<file path="config.mk">
export PLATFORM = sky130hd
export DESIGN_NAME = bus_mailbox
export DESIGN_NICKNAME = d
export VERILOG_FILES = /design/src/rtl/mailbox_pkg.sv /design/src/rtl/mailbox_fifo.sv /design/src/rtl/bus_mailbox.sv
export SDC_FILE = /design/constraint.sdc
export NUM_CORES = 1
export LEC_CHECK = 0
export ABC_CLOCK_PERIOD_IN_PS = 10200
export BUFFER_PORTS_ARGS = -buffer_cell sky130_fd_sc_hd__buf_2
export CORE_UTILIZATION = 64
export DETAILED_ROUTE_END_ITERATION = 8
export GPL_TIMING_DRIVEN = 0
export PLACE_DENSITY = 0.88
export SETUP_SLACK_MARGIN = 0.3
export SYNTH_ARGS = -nofsm -noshare
export SYNTH_HDL_FRONTEND = slang
export SYNTH_HIERARCHICAL = 1
export SYNTH_SLANG_ARGS = --single-unit
</file>
<file path="constraint.sdc">
create_clock -name clk -period 10.2 [get_ports clk]
set_input_delay 0.51 -clock clk [delete_from_list [all_inputs] [get_ports clk]]
set_output_delay 0.51 -clock clk [all_outputs]
set_load 0.02 [all_outputs]
</file>
<file path="src/rtl/mailbox_pkg.sv">
// Shared register map, status/control bit positions and the STATUS byte packer
// for the CPU-bus mailbox.
package mailbox_pkg;

  typedef enum logic [1:0] {
    REG_DATA   = 2'd0,
    REG_STATUS = 2'd1,
    REG_CTRL   = 2'd2,
    REG_TXCNT  = 2'd3
  } reg_e;

  localparam int ST_RX_NONEMPTY = 0;
  localparam int ST_TX_FULL     = 1;
  localparam int ST_RX_OVF      = 2;
  localparam int ST_TX_DROP     = 3;

  localparam int CTRL_CLR   = 0;
  localparam int CTRL_FLUSH = 1;

  localparam int MAX_CH = 4;

  function automatic logic [7:0] status_byte(input logic tx_drop, input logic rx_ovf,
                                             input logic tx_full, input logic rx_nonempty);
    logic [7:0] s;
    s                 = 8'h00;
    s[ST_TX_DROP]     = tx_drop;
    s[ST_RX_OVF]      = rx_ovf;
    s[ST_TX_FULL]     = tx_full;
    s[ST_RX_NONEMPTY] = rx_nonempty;
    return s;
  endfunction

endpackage

</file>
<file path="src/rtl/mailbox_fifo.sv">
// 8-bit synchronous FIFO with flush; a push while full is accepted only when a pop
// happens in the same clock. Head is exposed combinationally.
module mailbox_fifo #(
  parameter int DEPTH = 16
) (
  input  logic       clk_i,
  input  logic       reset_i,
  input  logic       push_i,
  input  logic       pop_i,
  input  logic       flush_i,
  input  logic [7:0] wdata_i,
  output logic [7:0] head_o,
  output logic       full_o,
  output logic       empty_o
);

  localparam int AW = $clog2(DEPTH);

  logic [7:0]    mem_q [DEPTH];
  logic [AW-1:0] wptr_q;
  logic [AW-1:0] rptr_q;
  logic [AW:0]   cnt_q;
  logic          do_push_s;
  logic          do_pop_s;

  assign empty_o   = (cnt_q == '0);
  assign full_o    = (cnt_q == (AW+1)'(DEPTH));
  assign do_pop_s  = pop_i && !empty_o;
  assign do_push_s = push_i && (!full_o || do_pop_s);
  assign head_o    = mem_q[rptr_q];

  always_ff @(posedge clk_i) begin
    if (reset_i || flush_i) begin
      wptr_q <= '0;
      rptr_q <= '0;
      cnt_q  <= '0;
    end else begin
      if (do_push_s) wptr_q <= wptr_q + AW'(1);
      if (do_pop_s)  rptr_q <= rptr_q + AW'(1);
      case ({do_push_s, do_pop_s})
        2'b10:   cnt_q <= cnt_q + (AW+1)'(1);
        2'b01:   cnt_q <= cnt_q - (AW+1)'(1);
        default: cnt_q <= cnt_q;
      endcase
    end
  end

  always_ff @(posedge clk_i) begin
    if (do_push_s && !flush_i && !reset_i) mem_q[wptr_q] <= wdata_i;
  end

endmodule

</file>
<file path="src/rtl/bus_mailbox.sv">
// Memory-mapped multi-channel byte mailbox between a Z80-style CPU bus and host
// byte streams: address decode, strobe edge detection, per-channel FIFOs and flags.
module bus_mailbox
  import mailbox_pkg::*;
#(
  parameter logic [15:0] BASE_ADDR  = 16'hFFE0,
  parameter int          NUM_CH     = 2,
  parameter int          FIFO_DEPTH = 16
) (
  input  logic                  clk,
  input  logic                  reset,
  input  logic                  mreq_n,
  input  logic                  rd_n,
  input  logic                  wr_n,
  input  logic [15:0]           addr,
  input  logic [7:0]            din,
  output logic [7:0]            dout,
  output logic                  hit,
  output logic [NUM_CH-1:0]     tx_valid,
  output logic [8*NUM_CH-1:0]   tx_data,
  input  logic [NUM_CH-1:0]     tx_ready,
  input  logic [NUM_CH-1:0]     rx_valid,
  input  logic [8*NUM_CH-1:0]   rx_data,
  output logic [NUM_CH-1:0]     rx_ready,
  output logic                  irq_n
);

  logic [15:0]       offset_s;
  logic [1:0]        ch_s;
  reg_e              reg_s;
  logic              wr_act_s, rd_act_s, wr_fire_s, rd_pop_s;
  logic              wr_prev_q, rd_prev_q, rd_arm_q;
  logic [1:0]        rd_ch_q;
  logic              irq_n_q;
  logic [NUM_CH-1:0] rx_ne_s;
  logic [7:0]        ch_rd_s [MAX_CH];

  assign offset_s  = addr - BASE_ADDR;
  assign hit       = !mreq_n && (offset_s < 16'(4 * NUM_CH));
  assign ch_s      = offset_s[3:2];
  assign reg_s     = reg_e'(offset_s[1:0]);
  assign wr_act_s  = hit && !wr_n;
  assign rd_act_s  = hit && !rd_n && (reg_s == REG_DATA);
  assign wr_fire_s = wr_act_s && !wr_prev_q;
  assign rd_pop_s  = rd_arm_q && !rd_act_s;

  // Reset primes both detectors as "already active" so a strobe spanning reset release is ignored.
  always_ff @(posedge clk) begin
    if (reset) begin
      wr_prev_q <= 1'b1;
      rd_prev_q <= 1'b1;
      rd_arm_q  <= 1'b0;
      rd_ch_q   <= 2'd0;
    end else begin
      wr_prev_q <= wr_act_s;
      rd_prev_q <= rd_act_s;
      if (rd_act_s && !rd_prev_q) begin
        rd_arm_q <= 1'b1;
        rd_ch_q  <= ch_s;
      end else if (!rd_act_s) begin
        rd_arm_q <= 1'b0;
      end
    end
  end

  for (genvar i = 0; i < NUM_CH; i++) begin : g_ch
    logic       sel_s, tx_push_s, tx_pop_s, rx_pop_s, clr_s, flush_s, cnt_clr_s;
    logic       tx_full_s, tx_empty_s, rx_full_s, rx_empty_s;
    logic [7:0] rx_head_s, rd_data_s;
    logic       tx_drop_q, rx_ovf_q;
    logic [7:0] txcnt_q;

    assign sel_s     = wr_fire_s && (ch_s == 2'(i));
    assign tx_push_s = sel_s && (reg_s == REG_DATA);
    assign clr_s     = sel_s && (reg_s == REG_CTRL) && din[CTRL_CLR];
    assign flush_s   = sel_s && (reg_s == REG_CTRL) && din[CTRL_FLUSH];
    assign cnt_clr_s = sel_s && (reg_s == REG_TXCNT);
    assign tx_pop_s  = !tx_empty_s && tx_ready[i];
    assign rx_pop_s  = rd_pop_s && (rd_ch_q == 2'(i));

    mailbox_fifo #(.DEPTH(FIFO_DEPTH)) u_tx (
      .clk_i(clk), .reset_i(reset), .push_i(tx_push_s), .pop_i(tx_pop_s), .flush_i(flush_s),
      .wdata_i(din), .head_o(tx_data[8*i +: 8]), .full_o(tx_full_s), .empty_o(tx_empty_s)
    );

    mailbox_fifo #(.DEPTH(FIFO_DEPTH)) u_rx (
      .clk_i(clk), .reset_i(reset), .push_i(rx_valid[i]), .pop_i(rx_pop_s), .flush_i(flush_s),
      .wdata_i(rx_data[8*i +: 8]), .head_o(rx_head_s), .full_o(rx_full_s), .empty_o(rx_empty_s)
    );

    assign tx_valid[i] = !tx_empty_s;
    assign rx_ready[i] = !rx_full_s;
    assign rx_ne_s[i]  = !rx_empty_s;
    assign ch_rd_s[i]  = rd_data_s;

    // Sticky errors: a new error in the clearing clock leaves the flag set; TXCNT clear beats increment.
    always_ff @(posedge clk) begin
      if (reset) begin
        tx_drop_q <= 1'b0;
        rx_ovf_q  <= 1'b0;
        txcnt_q   <= 8'h00;
      end else begin
        tx_drop_q <= (tx_drop_q && !clr_s) || (tx_push_s && tx_full_s && !tx_pop_s);
        rx_ovf_q  <= (rx_ovf_q && !clr_s) || (rx_valid[i] && rx_full_s && !rx_pop_s && !flush_s);
        if (cnt_clr_s)
          txcnt_q <= 8'h00;
        else if (tx_push_s && (!tx_full_s || tx_pop_s))
          txcnt_q <= txcnt_q + 8'd1;
        else
          txcnt_q <= txcnt_q;
      end
    end

    // Register read mux for this channel; DATA reads 0 while the RX FIFO is empty.
    always_comb begin
      rd_data_s = 8'h00;
      case (reg_s)
        REG_DATA:   rd_data_s = rx_empty_s ? 8'h00 : rx_head_s;
        REG_STATUS: rd_data_s = status_byte(tx_drop_q, rx_ovf_q, tx_full_s, !rx_empty_s);
        REG_TXCNT:  rd_data_s = txcnt_q;
        default:    rd_data_s = 8'h00;
      endcase
    end
  end

  for (genvar j = NUM_CH; j < MAX_CH; j++) begin : g_absent
    assign ch_rd_s[j] = 8'h00;
  end

  assign dout = (hit && !rd_n) ? ch_rd_s[ch_s] : 8'h00;

  // Interrupt is a registered view of RX occupancy across all channels.
  always_ff @(posedge clk) begin
    if (reset) irq_n_q <= 1'b1;
    else       irq_n_q <= !(|rx_ne_s);
  end

  assign irq_n = irq_n_q;

endmodule

</file>
# Word level (Yosys, flattened, before mapping)

Memory sizes are Yosys's and may differ from the RTL's. A register that Yosys moved wholly into a read port is not among the register bits.
Cells that the tools add are included.

ROM bits: 0
Register bits: 78
Memories kept: 4
Logic and storage cells: 202
Latch bits: 0
Memory bits (writable): 512

$mul: 0
Reductions and logical operators: 105
Eq/ne operators: 18
Bitwise operators: 1
$lt $le $gt $ge: 2
Multiplexer cells: 30
Shift-type cells: 0
$add $sub $neg: 19
Div/mod/pow operators: 0

Memories:

| memory             | depth | width | read ports | clocked after Yosys merged registers in | write ports | RTL line           | source |
|---|---|---|---|---|---|---|---|
| g_ch[0].u_rx.mem_q | 16    | 8     | 1          | 1                                       | 1           | mailbox_fifo.sv:19 | `logic [7:0] mem_q [DEPTH];` |
| g_ch[0].u_tx.mem_q | 16    | 8     | 1          | 1                                       | 1           | mailbox_fifo.sv:19 |  |
| g_ch[1].u_rx.mem_q | 16    | 8     | 1          | 1                                       | 1           | mailbox_fifo.sv:19 |  |
| g_ch[1].u_tx.mem_q | 16    | 8     | 1          | 1                                       | 1           | mailbox_fifo.sv:19 |  |

Operator list:

| kind                                                                          | count |
|---|---|
| 1-bit logical AND                                                             | 55 |
| 8-bit one-hot mux with 3 select lines                                         | 2 |
| 8-bit two-way mux                                                             | 5 |
| 5-bit one-hot mux with 2 select lines                                         | 4 |
| 4-bit by 1-bit adder with 4-bit output, second input constant                 | 8 |
| 4-bit two-way mux                                                             | 8 |
| 1-bit zero test                                                               | 24 |
| 5-bit by 1-bit adder with 5-bit output, second input constant                 | 4 |
| 5-bit equality test, second input constant                                    | 4 |
| 5-bit zero test                                                               | 4 |
| 5-bit by 1-bit subtractor with 5-bit output, second input constant            | 4 |
| 8-bit by 1-bit adder with 8-bit output, second input constant                 | 2 |
| 8-bit binary-select mux with 2-bit select                                     | 1 |
| 16-bit by 4-bit less-than comparator with 1-bit output, second input constant | 1 |
| 16-bit subtractor, second input constant                                      | 1 |
| 2-bit by 1-bit equality test with 1-bit output, second input constant         | 7 |
| 2-bit equality test, second input constant                                    | 6 |
| 1-bit logical OR                                                              | 12 |
| 1-bit two-way mux                                                             | 10 |
| 2-bit nonzero test                                                            | 4 |
| 2-bit zero test                                                               | 3 |
| 2-bit OR reduction                                                            | 3 |
| 3-bit greater-or-equal comparator, second input constant                      | 1 |
| 2-bit NOT with 3-bit output                                                   | 1 |
| 2-bit by 1-bit != test with 1-bit output, second input constant               | 1 |

# Depth between registers and ports, before layout

Gate-level depths: netlist of the first run.

Depth after elaboration: 15
Depth in mapped cells: 16

# Hierarchy

The synthesis of the first run kept the hierarchy.

By module, submodules not included:

| module                           | cells each | seq. area each (um^2) | area each (um^2) | times used |
|---|---|---|---|---|
| mailbox_fifo at g_ch[0].u_rx ... | 332        | 4184.0                | 5863.1           | 3 |
| mailbox_fifo at g_ch[1].u_tx     | 322        | 4184.0                | 5821.8           | 1 |
| bus_mailbox                      | 258        | 520.5                 | 1958.1           | 1 |

# Worst setup path before layout of the first run

Ideal clock, no wire load.

Kind: input -> register
Start: in addr[5]
End: reg g_ch[0].u_rx.cnt_q[4]
Slack: 6209 ps
Cell stages on the path: 15
Buffers on the path: 2
Data required time: 10070 ps
Arrival: 3860 ps
Library setup time: 130 ps
Path through: ha_1 or4b_1 a211o_1 a2111o_1 buf_2 buf_2 o21a_1 nor2b_1 o21ai_4 inv_2 ha_1 nand2b_1 a21o_1 a311oi_1 nand3_1

Longest elaborated chain between the ends: 13
Elaborated cells on any way between the ends: 21
Classes of those cells: 1 x add/sub; 1 x order compare; 2 x eq/ne; 1 x mux; 16 x reduce/logical

Ends and longest elaborated chain:

| item                                                                                         | RTL line           | source |
|---|---|---|
| start, declared                                                                              | bus_mailbox.sv:15  | `input logic [15:0] addr,` |
| 16-bit subtractor *                                                                          | bus_mailbox.sv:38  | `assign offset_s = addr - BASE_ADDR;` |
| 16-bit by 4-bit less-than comparator with 1-bit output *                                     | bus_mailbox.sv:39  | `assign hit = !mreq_n && (offset_s < 16'(4 * NUM_CH));` |
| 1-bit logical AND *                                                                          | bus_mailbox.sv:39  |  |
| 1-bit logical AND * (2 in series)                                                            | bus_mailbox.sv:43  | `assign rd_act_s = hit && !rd_n && (reg_s == REG_DATA);` |
| 1-bit zero test *                                                                            | n/a                |  |
| 1-bit logical AND *                                                                          | bus_mailbox.sv:45  | `assign rd_pop_s = rd_arm_q && !rd_act_s;` |
| 1-bit logical AND *                                                                          | bus_mailbox.sv:79  | `assign rx_pop_s = rd_pop_s && (rd_ch_q == 2'(i));` |
| named net g_ch[0].rx_pop_s                                                                   | bus_mailbox.sv:67  | `logic sel_s, tx_push_s, tx_pop_s, rx_pop_s, clr_s, flush_s, cnt_clr_s;` |
| 1-bit logical AND *                                                                          | mailbox_fifo.sv:28 | `assign do_pop_s = pop_i && !empty_o;` |
| 1-bit logical OR                                                                             | mailbox_fifo.sv:29 | `assign do_push_s = push_i && (!full_o \|\| do_pop_s);` |
| 1-bit logical AND                                                                            | mailbox_fifo.sv:29 |  |
| 2-bit by 1-bit equality test with 1-bit output / 2-bit equality test (equally long branches) | mailbox_fifo.sv:40 | `case ({do_push_s, do_pop_s})` |
| 5-bit one-hot mux with 2 select lines / 2-bit nonzero test (equally long branches)           | n/a                |  |
| end signal, assigned                                                                         | mailbox_fifo.sv:41 | `2'b10: cnt_q <= cnt_q + (AW+1)'(1);` |
| end signal, assigned                                                                         | mailbox_fifo.sv:42 | `2'b01: cnt_q <= cnt_q - (AW+1)'(1);` |
| end signal, assigned                                                                         | mailbox_fifo.sv:43 | `default: cnt_q <= cnt_q;` |
| end, declared                                                                                | mailbox_fifo.sv:22 | `logic [AW:0] cnt_q;` |

The timed path passes the listed nets; every way through them passes the cells marked *.
A chain may end at the register's enable or synchronous reset.

# Worst setup path after layout of the first run

Start: in addr[5]
End: mem g_ch[1].u_tx.mem_q[1][6], enable pin

Longest elaborated chain between the ends: 13
Elaborated cells on any way between the ends: 15
Classes of those cells: 1 x add/sub; 1 x order compare; 2 x mux; 11 x reduce/logical

Ends and longest elaborated chain:

| item                                                   | RTL line           | source |
|---|---|---|
| 16-bit subtractor                                      | bus_mailbox.sv:38  |  |
| 16-bit by 4-bit less-than comparator with 1-bit output | bus_mailbox.sv:39  |  |
| 1-bit logical AND                                      | bus_mailbox.sv:39  |  |
| 1-bit logical AND                                      | bus_mailbox.sv:42  | `assign wr_act_s = hit && !wr_n;` |
| 1-bit logical AND                                      | bus_mailbox.sv:44  | `assign wr_fire_s = wr_act_s && !wr_prev_q;` |
| 1-bit logical AND                                      | bus_mailbox.sv:73  | `assign sel_s = wr_fire_s && (ch_s == 2'(i));` |
| 1-bit logical AND (2 in series)                        | bus_mailbox.sv:76  | `assign flush_s = sel_s && (reg_s == REG_CTRL) && din[CTRL_FLUSH];` |
| named net g_ch[1].flush_s                              | bus_mailbox.sv:67  |  |
| 1-bit zero test                                        | mailbox_fifo.sv:49 | `if (do_push_s && !flush_i && !reset_i) mem_q[wptr_q] <= wdata_i;` |
| 1-bit logical AND (2 in series)                        | mailbox_fifo.sv:49 |  |
| 1-bit two-way mux                                      | mailbox_fifo.sv:49 |  |
| 1-bit two-way mux (implied by the code)                | mailbox_fifo.sv:49 |  |
| end, declared                                          | mailbox_fifo.sv:19 |  |

The timed path passes the listed nets, and every way through them passes these cells.

==> results of run 1 <==
[cell usage after synthesis, types with 24 or more instances]
| master | count |
|---|---|
| edfxtp_1 | 512 |
| nor2_1 | 162 |
| mux4_2 | 128 |
| dfxtp_1 | 94 |
| a22oi_1 | 74 |
| nand2_1 | 72 |
| clkbuf_1 | 41 |
| ha_1 | 35 |
| inv_1 | 34 |
| nand3_1 | 34 |
| a21oi_1 | 33 |
| o31ai_1 | 25 |
| a211oi_1 | 24 |
[flip-flops by register name, summed over array words and instances, names as in the netlist, 10 cells and up, named ones only]
signal / count
g_ch.u_tx/cnt_q: 10
g_ch.u_rx/cnt_q: 10
g_ch.u_tx/mem_q: 256
g_ch.u_rx/mem_q: 256
g_ch.txcnt_q: 16
[layout make-up]
type                       instances  area, sq um  share of cell area, %
buffer                            71          313                   1.11
inverter                          37          139                  0.492
timing repair buffer              78          390                   1.38
multi-input combinational        862         7660                   27.1
tap                              518          648                   2.30
clock buffer                      72         1510                   5.36
clock inverter                    32          305                   1.08
sequential                       606        17300                   61.1
[stage by stage]
stage          setup slack (ns)  area, sq um  hold WS [ns]
6_report                   5.38        28200         0.220
3_5_place_dp               4.94        26400         0.480
2_1_floorplan              6.21        25400         0.426
3_3_place_gp               5.19        26400         0.440
5_1_grt                    5.21        28200         0.200
4_1_cts                    5.47        28200         0.173
[worst max path at each step]
stage / from / endpoint / slack [ns] / cells after the start
floorplan: addr[5] / g_ch[0].u_rx/cnt_q[4]$_SDFFE_PP0P_ / 6.21 / 15
global route: addr[5] / g_ch[1].u_tx/mem_q[1][5]$_DFFE_PP_ / 5.21 / 12
detailed placement: addr[6] / g_ch[1].u_tx/mem_q[0][7]$_DFFE_PP_ / 4.94 / 12
finish: addr[5] / g_ch[1].u_tx/mem_q[1][6]$_DFFE_PP_ / 5.38 / 12
global placement: addr[6] / g_ch[1].u_rx/mem_q[0][3]$_DFFE_PP_ / 5.19 / 11
CTS: addr[5] / g_ch[1].u_rx/mem_q[0][6]$_DFFE_PP_ / 5.47 / 12
[report_power, final]
| part | switching [mW] | internal [mW] |
|---|---|---|
| registers | 0.0123 | 2.70 |
| clock network | 0.901 | 1.18 |
| logic | 0.141 | 0.0611 |
[cells by family after synthesis]
kind of cell               Yosys count  synth area share, %
AOI/OAI and AO/OA                  243                 7.23
xor gates and xnor gates            24                0.829
adders and majority gates           39                 2.04
buffers and inverters              108                 1.78
DFF                                606                 68.0
muxes                              143                 12.0
and+or+nand+nor                    413                 8.12
[critical path, delay by kind of cell]
kind | cells | cell delay (ns)
adders and majority gates | 1 | 0.22
and+or+nand+nor | 7 | 3.14
buffers and inverters | 4 | 1.14
[metal layers]
layer  global-route usage [%]  part of all wire (%)  vias up
met3                     5.72                    10      196
met1                     39.3                    35     7792
met4                     12.8                   4.3        8
met2                     53.5                    51     1083
met5                        0                 0.075        -
li1                         -                     -     6565
==> flow_metrics.env, run 1 <==
export IMPL_die_area_sq_um=40400
export IMPL_period_minus_slack_ns=4.82
export IMPL_ys_types=70
export IMPL_setup_worst_path_end_class="flip-flop"
export IMPL_cp_start_kind="primary input"
export IMPL_skew_ns=0.0145
export IMPL_grt_pass1_vias=15800
export IMPL_dp_hpwl_microns=38900
export IMPL_r2r_slack_ns=6.47
export IMPL_cts_htree_levels=2
export IMPL_setup_violations=0
export IMPL_required_ns=10.42
export IMPL_slew_headroom_pct=24.1
export IMPL_layout_cells_most_common_list="edfxtp_1, nor2_1, mux4_2"
export IMPL_syn_avg_cell_area_sq_um=16.1
export IMPL_path_cells="buf_2 -> ha_1 -> nand3_1 -> nor4b_2 -> nor3_1 -> clkbuf_1 -> buf_2 -> nor4_1 -> or2_2 -> clkbuf_1 -> or3_1 -> nor2_1"
export IMPL_start_util_pct=65.3
export IMPL_final_common_cell="edfxtp_1"
export IMPL_r2r_end="g_ch[1].u_tx/cnt_q[4]$_SDFFE_PP0P_"
export IMPL_design_core_area_sq_um=38800
export IMPL_clock_fmax_ghz=0.208
export IMPL_post_drt_wl_per_cell_microns=27.4
export IMPL_overflow=0
export IMPL_yosysTopAreaCellShare_pct=60.6
export IMPL_cts_tree="built"
export IMPL_worst_path_max_fanout=10
export IMPL_p_per_area_nw_per_um2=177
export IMPL_worstSkewPairLatency_ns=0.60
export IMPL_vias=15600
export IMPL_post_cts_resized=0
export IMPL_grt_max_degree=34
export IMPL_die_x_microns=201
export IMPL_ff2ff_path_depth=12
export IMPL_worstHoldPathCells=2
export IMPL_setup_tns_ns=0
export IMPL_vdd_drop_max_mv=0.207
export IMPL_netlist_top_cells_area="edfxtp_1, mux4_2, dfxtp_1"
export IMPL_dr_pass1_iters=6
export IMPL_rsz0062_at_grt="false"
export IMPL_fillers=2184
export IMPL_layout_drive_gt1_share_pct=20.1
export IMPL_die_h_microns=201
export IMPL_io_pins=79
export IMPL_slowest_stage="nor3_1"
export IMPL_min_path_type="primary input to flip-flop"
export IMPL_drv_cap=0
export IMPL_clk_path_buf_depth=3
export IMPL_status="completed"
export IMPL_ys_flop_type="edfxtp_1"
export IMPL_hold_viol_final=0
export IMPL_syn_inst=1576
export IMPL_drcViolationCount=0
export IMPL_antenna_found_initial=5
export IMPL_cts_root_buffer="clkbuf_16"
export IMPL_cts_sinks=606
export IMPL_cpPeakStageDelay_ns=0.88
export IMPL_yosysTopAreaCell="edfxtp_1"
export IMPL_min_to="wr_prev_q$_SDFF_PP1_"
export IMPL_cts_buffers=57
export IMPL_yosys_warnings=6
export IMPL_leakage_nw=9.20
export IMPL_syn_area_sq_um=25400
export IMPL_dp_cells=2172
export IMPL_wirelength_microns=62300
export IMPL_synth_seq_cells=606
export IMPL_drt_iter0_drc=2238
export IMPL_hold_path_startpoint="wr_n"
export IMPL_seq_area_frac_synth_pct=68.0
export IMPL_rows=72
export IMPL_syn_to_final_growth_pct=11.3
export IMPL_finalPower_mw=4.99
export IMPL_async_reset_ff_share_pct=0
export IMPL_clk_pin_slew_ns=0.07
export IMPL_place_gp_congestion=0.896
export IMPL_cts_setup_buffers=0
export IMPL_place_port_buffers=77
export IMPL_final_util_pct=72.7
export IMPL_period_share_pct=47.2
export IMPL_final_max_slew_viol_count=0
export IMPL_synth_edff_count=512
export IMPL_ctsHoldBuffers=0
export IMPL_tightest_slew_ns=1.13
export IMPL_instances_no_fill=2276
export IMPL_final_nets=1801
export IMPL_diodes=0
export IMPL_via_per_inst=6.87
export IMPL_synth_nets=1664
export IMPL_r2r_start="g_ch[1].u_tx/cnt_q[0]$_SDFFE_PP0P_"
export IMPL_arrival_ns=5.03
export IMPL_critPathKind="primary input to flip-flop"
export IMPL_grt_pass1_wl_microns=93800
export IMPL_grt_usage_pct=31.2
export IMPL_antenna_left=0
(Power assumes the default switching activity.)
==> inputs of run 2 (changes only) <==
--- a/config.mk
+++ b/config.mk
@@ -5,12 +5,12 @@
 export SDC_FILE = /design/constraint.sdc
 export NUM_CORES = 1
 export LEC_CHECK = 0
-export ABC_CLOCK_PERIOD_IN_PS = 10200
+export ABC_CLOCK_PERIOD_IN_PS = 4600
 export BUFFER_PORTS_ARGS = -buffer_cell sky130_fd_sc_hd__buf_2
-export CORE_UTILIZATION = 64
+export CORE_UTILIZATION = 62
 export DETAILED_ROUTE_END_ITERATION = 8
 export GPL_TIMING_DRIVEN = 0
-export PLACE_DENSITY = 0.88
+export PLACE_DENSITY = 0.85
 export SETUP_SLACK_MARGIN = 0.3
 export SYNTH_ARGS = -nofsm -noshare
 export SYNTH_HDL_FRONTEND = slang
==> constraint.sdc (replaced) <==
create_clock -name clk -period 4.6 [get_ports clk]
set_input_delay 0.23 -clock clk [delete_from_list [all_inputs] [get_ports clk]]
set_output_delay 0.23 -clock clk [all_outputs]
set_load 0.02 [all_outputs]
==> run 2 against run 1 <==
Against the previous run: non-clock buffer count is 14 higher; critical path depth stayed put; count of clock-buffer cells in the layout is 1 higher; die area is 3.2% higher; critical endpoint is now g_ch[1].u_rx/mem_q[0][4]$_DFFE_PP_; cell area is 0.67% higher; highest routed layer unchanged; clock power is 120% higher; global-route usage is 1.4 points lower; setup slack worse by 4.9 ns; largest cell class unchanged; first-iteration DRC count is 9.3% lower; worst hold slack worse by 0.18 ns; flip-flop and latch count stayed put; routed wire length is 2.3% lower.
==> flow_metrics.env, run 2 (synthesized netlist as in run 1, its figures left out) <==
export IMPL_final_max_slew_viol_count=0
export IMPL_dp_cells=2179
export IMPL_leakage_nw=9.28
export IMPL_grt_pass1_vias=15400
export IMPL_path_cells="buf_2 -> ha_1 -> nand3_1 -> nor4b_2 -> nor3_2 -> clkbuf_1 -> buf_2 -> nor4_2 -> or2_2 -> clkbuf_1 -> or3_1 -> nor2_1"
export IMPL_setup_slack_ns=0.519
export IMPL_final_common_cell="edfxtp_1"
export IMPL_layout_cells_most_common_list="edfxtp_1, nor2_1, mux4_2"
export IMPL_drcViolationCount=0
export IMPL_rsz0062_at_grt="false"
export IMPL_p_clk_share_pct=41.9
export IMPL_cp_start_kind="primary input"
export IMPL_slowest_stage="nor2_1"
export IMPL_antenna_found_initial=6
export IMPL_dp_hpwl_microns=37800
export IMPL_swShare_pct=21.5
export IMPL_worst_path_max_fanout=10
export IMPL_arrival_ns=4.32
export IMPL_min_path_type="primary input to flip-flop"
export IMPL_skew_ns=0.0283
export IMPL_hold_viol_final=0
export IMPL_seqCellArea_sq_um=17300
export IMPL_start_util_pct=63.4
export IMPL_grt_use_met2_pct=50.6
export IMPL_met3_usage_pct=6.19
export IMPL_layout_drive_gt1_share_pct=20.4
export IMPL_slew_headroom_pct=39.1
export IMPL_instances_no_fill=2303
export IMPL_design_core_area_sq_um=40000
export IMPL_die_h_microns=204
export IMPL_intPower_mw=8.73
export IMPL_setup_violations=0
export IMPL_io_pins=79
export IMPL_die_area_sq_um=41700
export IMPL_cts_sinks=606
export IMPL_pwr_share_seq_pct=54.0
export IMPL_wirelength_microns=60800
export IMPL_tightest_slew_ns=0.910
export IMPL_place_port_buffers=77
export IMPL_multi_input_area_sq_um=7670
export IMPL_cts_htree_levels=2
export IMPL_critPathKind="primary input to flip-flop"
export IMPL_via_per_inst=6.67
export IMPL_status="completed"
export IMPL_dr_pass1_iters=6
export IMPL_post_drt_wl_per_cell_microns=26.4
export IMPL_period_minus_slack_ns=4.08
export IMPL_cts_buffers=56
export IMPL_vdd_drop_max_mv=0.537
export IMPL_cpPeakStageDelay_ns=0.73
export IMPL_die_x_microns=204
export IMPL_cts_tree="built"
export IMPL_drv_cap=0
export IMPL_grt_pass1_wl_microns=91200
export IMPL_required_ns=4.84
export IMPL_place_gp_congestion=0.911
export IMPL_cts_root_buffer="clkbuf_16"
export IMPL_grt_max_degree=34
export IMPL_pwr_share_comb_pct=4.0
export IMPL_vias=15400
export IMPL_period_share_pct=88.7
export IMPL_clk_pin_slew_ns=0.07
export IMPL_fillers=2380
export IMPL_drt_iter0_drc=2029
export IMPL_largestRegisters="g_ch.u_rx/mem_q: 256 flops, g_ch.u_tx/mem_q: 256 flops, g_ch.txcnt_q: 16 flops"
export IMPL_dp_slack_ns=-0.315
export IMPL_clk_path_buf_depth=3
export IMPL_antenna_left=0
export IMPL_clock_fmax_ghz=0.245
export IMPL_grt_use_met1_pct=38.4
export IMPL_timing_critical_path_buf_inv=4
export IMPL_setup_worst_path_end_class="flip-flop"
export IMPL_finalPower_mw=11.1
export IMPL_busiest_layer="met2"
export IMPL_whs_ns=0.0431
export IMPL_grt_usage_pct=29.7
export IMPL_final_nets=1814
export IMPL_final_util_pct=71.0
export IMPL_syn_to_final_growth_pct=12.0
export IMPL_overflow=0
export IMPL_worstSkewPairLatency_ns=0.63
export IMPL_path_delay_family="simple AND/OR/NAND/NOR gates"
export IMPL_p_switching_mw=2.39
export IMPL_rows=73
export IMPL_p_per_area_nw_per_um2=391
run 2: area by class of cell:
type / instances / area share [%]
clock inverter: 33 / 1.02
inverter: 37 / 0.489
clock buffer: 73 / 5.45
antenna: 4 / 0.0352
buffer: 71 / 1.10
multi-input combinational: 862 / 27.0
timing repair buffer: 92 / 1.87
sequential: 606 / 60.7
tap: 525 / 2.31
run 2: worst paths after layout:
path | start | end | slack (ns) | depth (start not counted)
worst max register to register | g_ch[1].u_tx/cnt_q[0]$_SDFFE_PP0P_ | g_ch[1].u_tx/cnt_q[4]$_SDFFE_PP0P_ | 0.85 | 12
worst min register to register | rd_ch_q[1]$_SDFFE_PP0P_ | rd_ch_q[1]$_SDFFE_PP0P_ | 0.46 | 2
worst max-delay path | addr[5] | g_ch[1].u_rx/mem_q[0][4]$_DFFE_PP_ | 0.52 | 12
worst min-delay path | rx_data[15] | g_ch[1].u_rx/mem_q[3][7]$_DFFE_PP_ | 0.04 | 1
run 2: timing repair:
| item | CTS | global route |
|---|---|---|
| endpoints found under the setup margin | 0 | 220 |
| gates resized for setup | 0 | 2 |
| hold buffers | 14 | 0 |
| buffers inserted | 0 | 0 |
| endpoints found under the hold margin | 165 | 0 |
run 2: layer usage:
metal  share of wire, %  vias to the layer above  wire length, microns
met5              0.043                        -                    26
met4                2.9                        4                  1790
met3                9.9                      133                  6000
met2                 51                      937                 30900
met1                 36                     7665                 22100
li1                   -                     6627                     -
run 2: power groups by stage:
stage,Clock [mW],Combinational [mW],Sequential (mW)
global placement,0,0.395,6.12
finish,4.66,0.450,6.01
CTS,4.69,0.441,6.01
detailed placement,0,0.425,6.13
floorplan,0,0.244,6.12
global route,4.90,0.480,6.01
run 2: worst reg2reg max path: cells and delay by family (launching register included):
family	cells	cell delay [ns]
buffers and inverters	2	0.42
adder cells (fa/ha/maj)	1	0.47
AO/OA/AOI/OAI	5	1.02
AND/OR/NAND/NOR	4	1.37
flip-flops	1	0.40
run 2: stage by stage:
step,instance area [sq um],TNS (ns)
finish,28400,0
global route,28400,0
CTS,28400,0
detailed placement,26400,-26.86
global placement,26400,-9.44
floorplan,25400,0
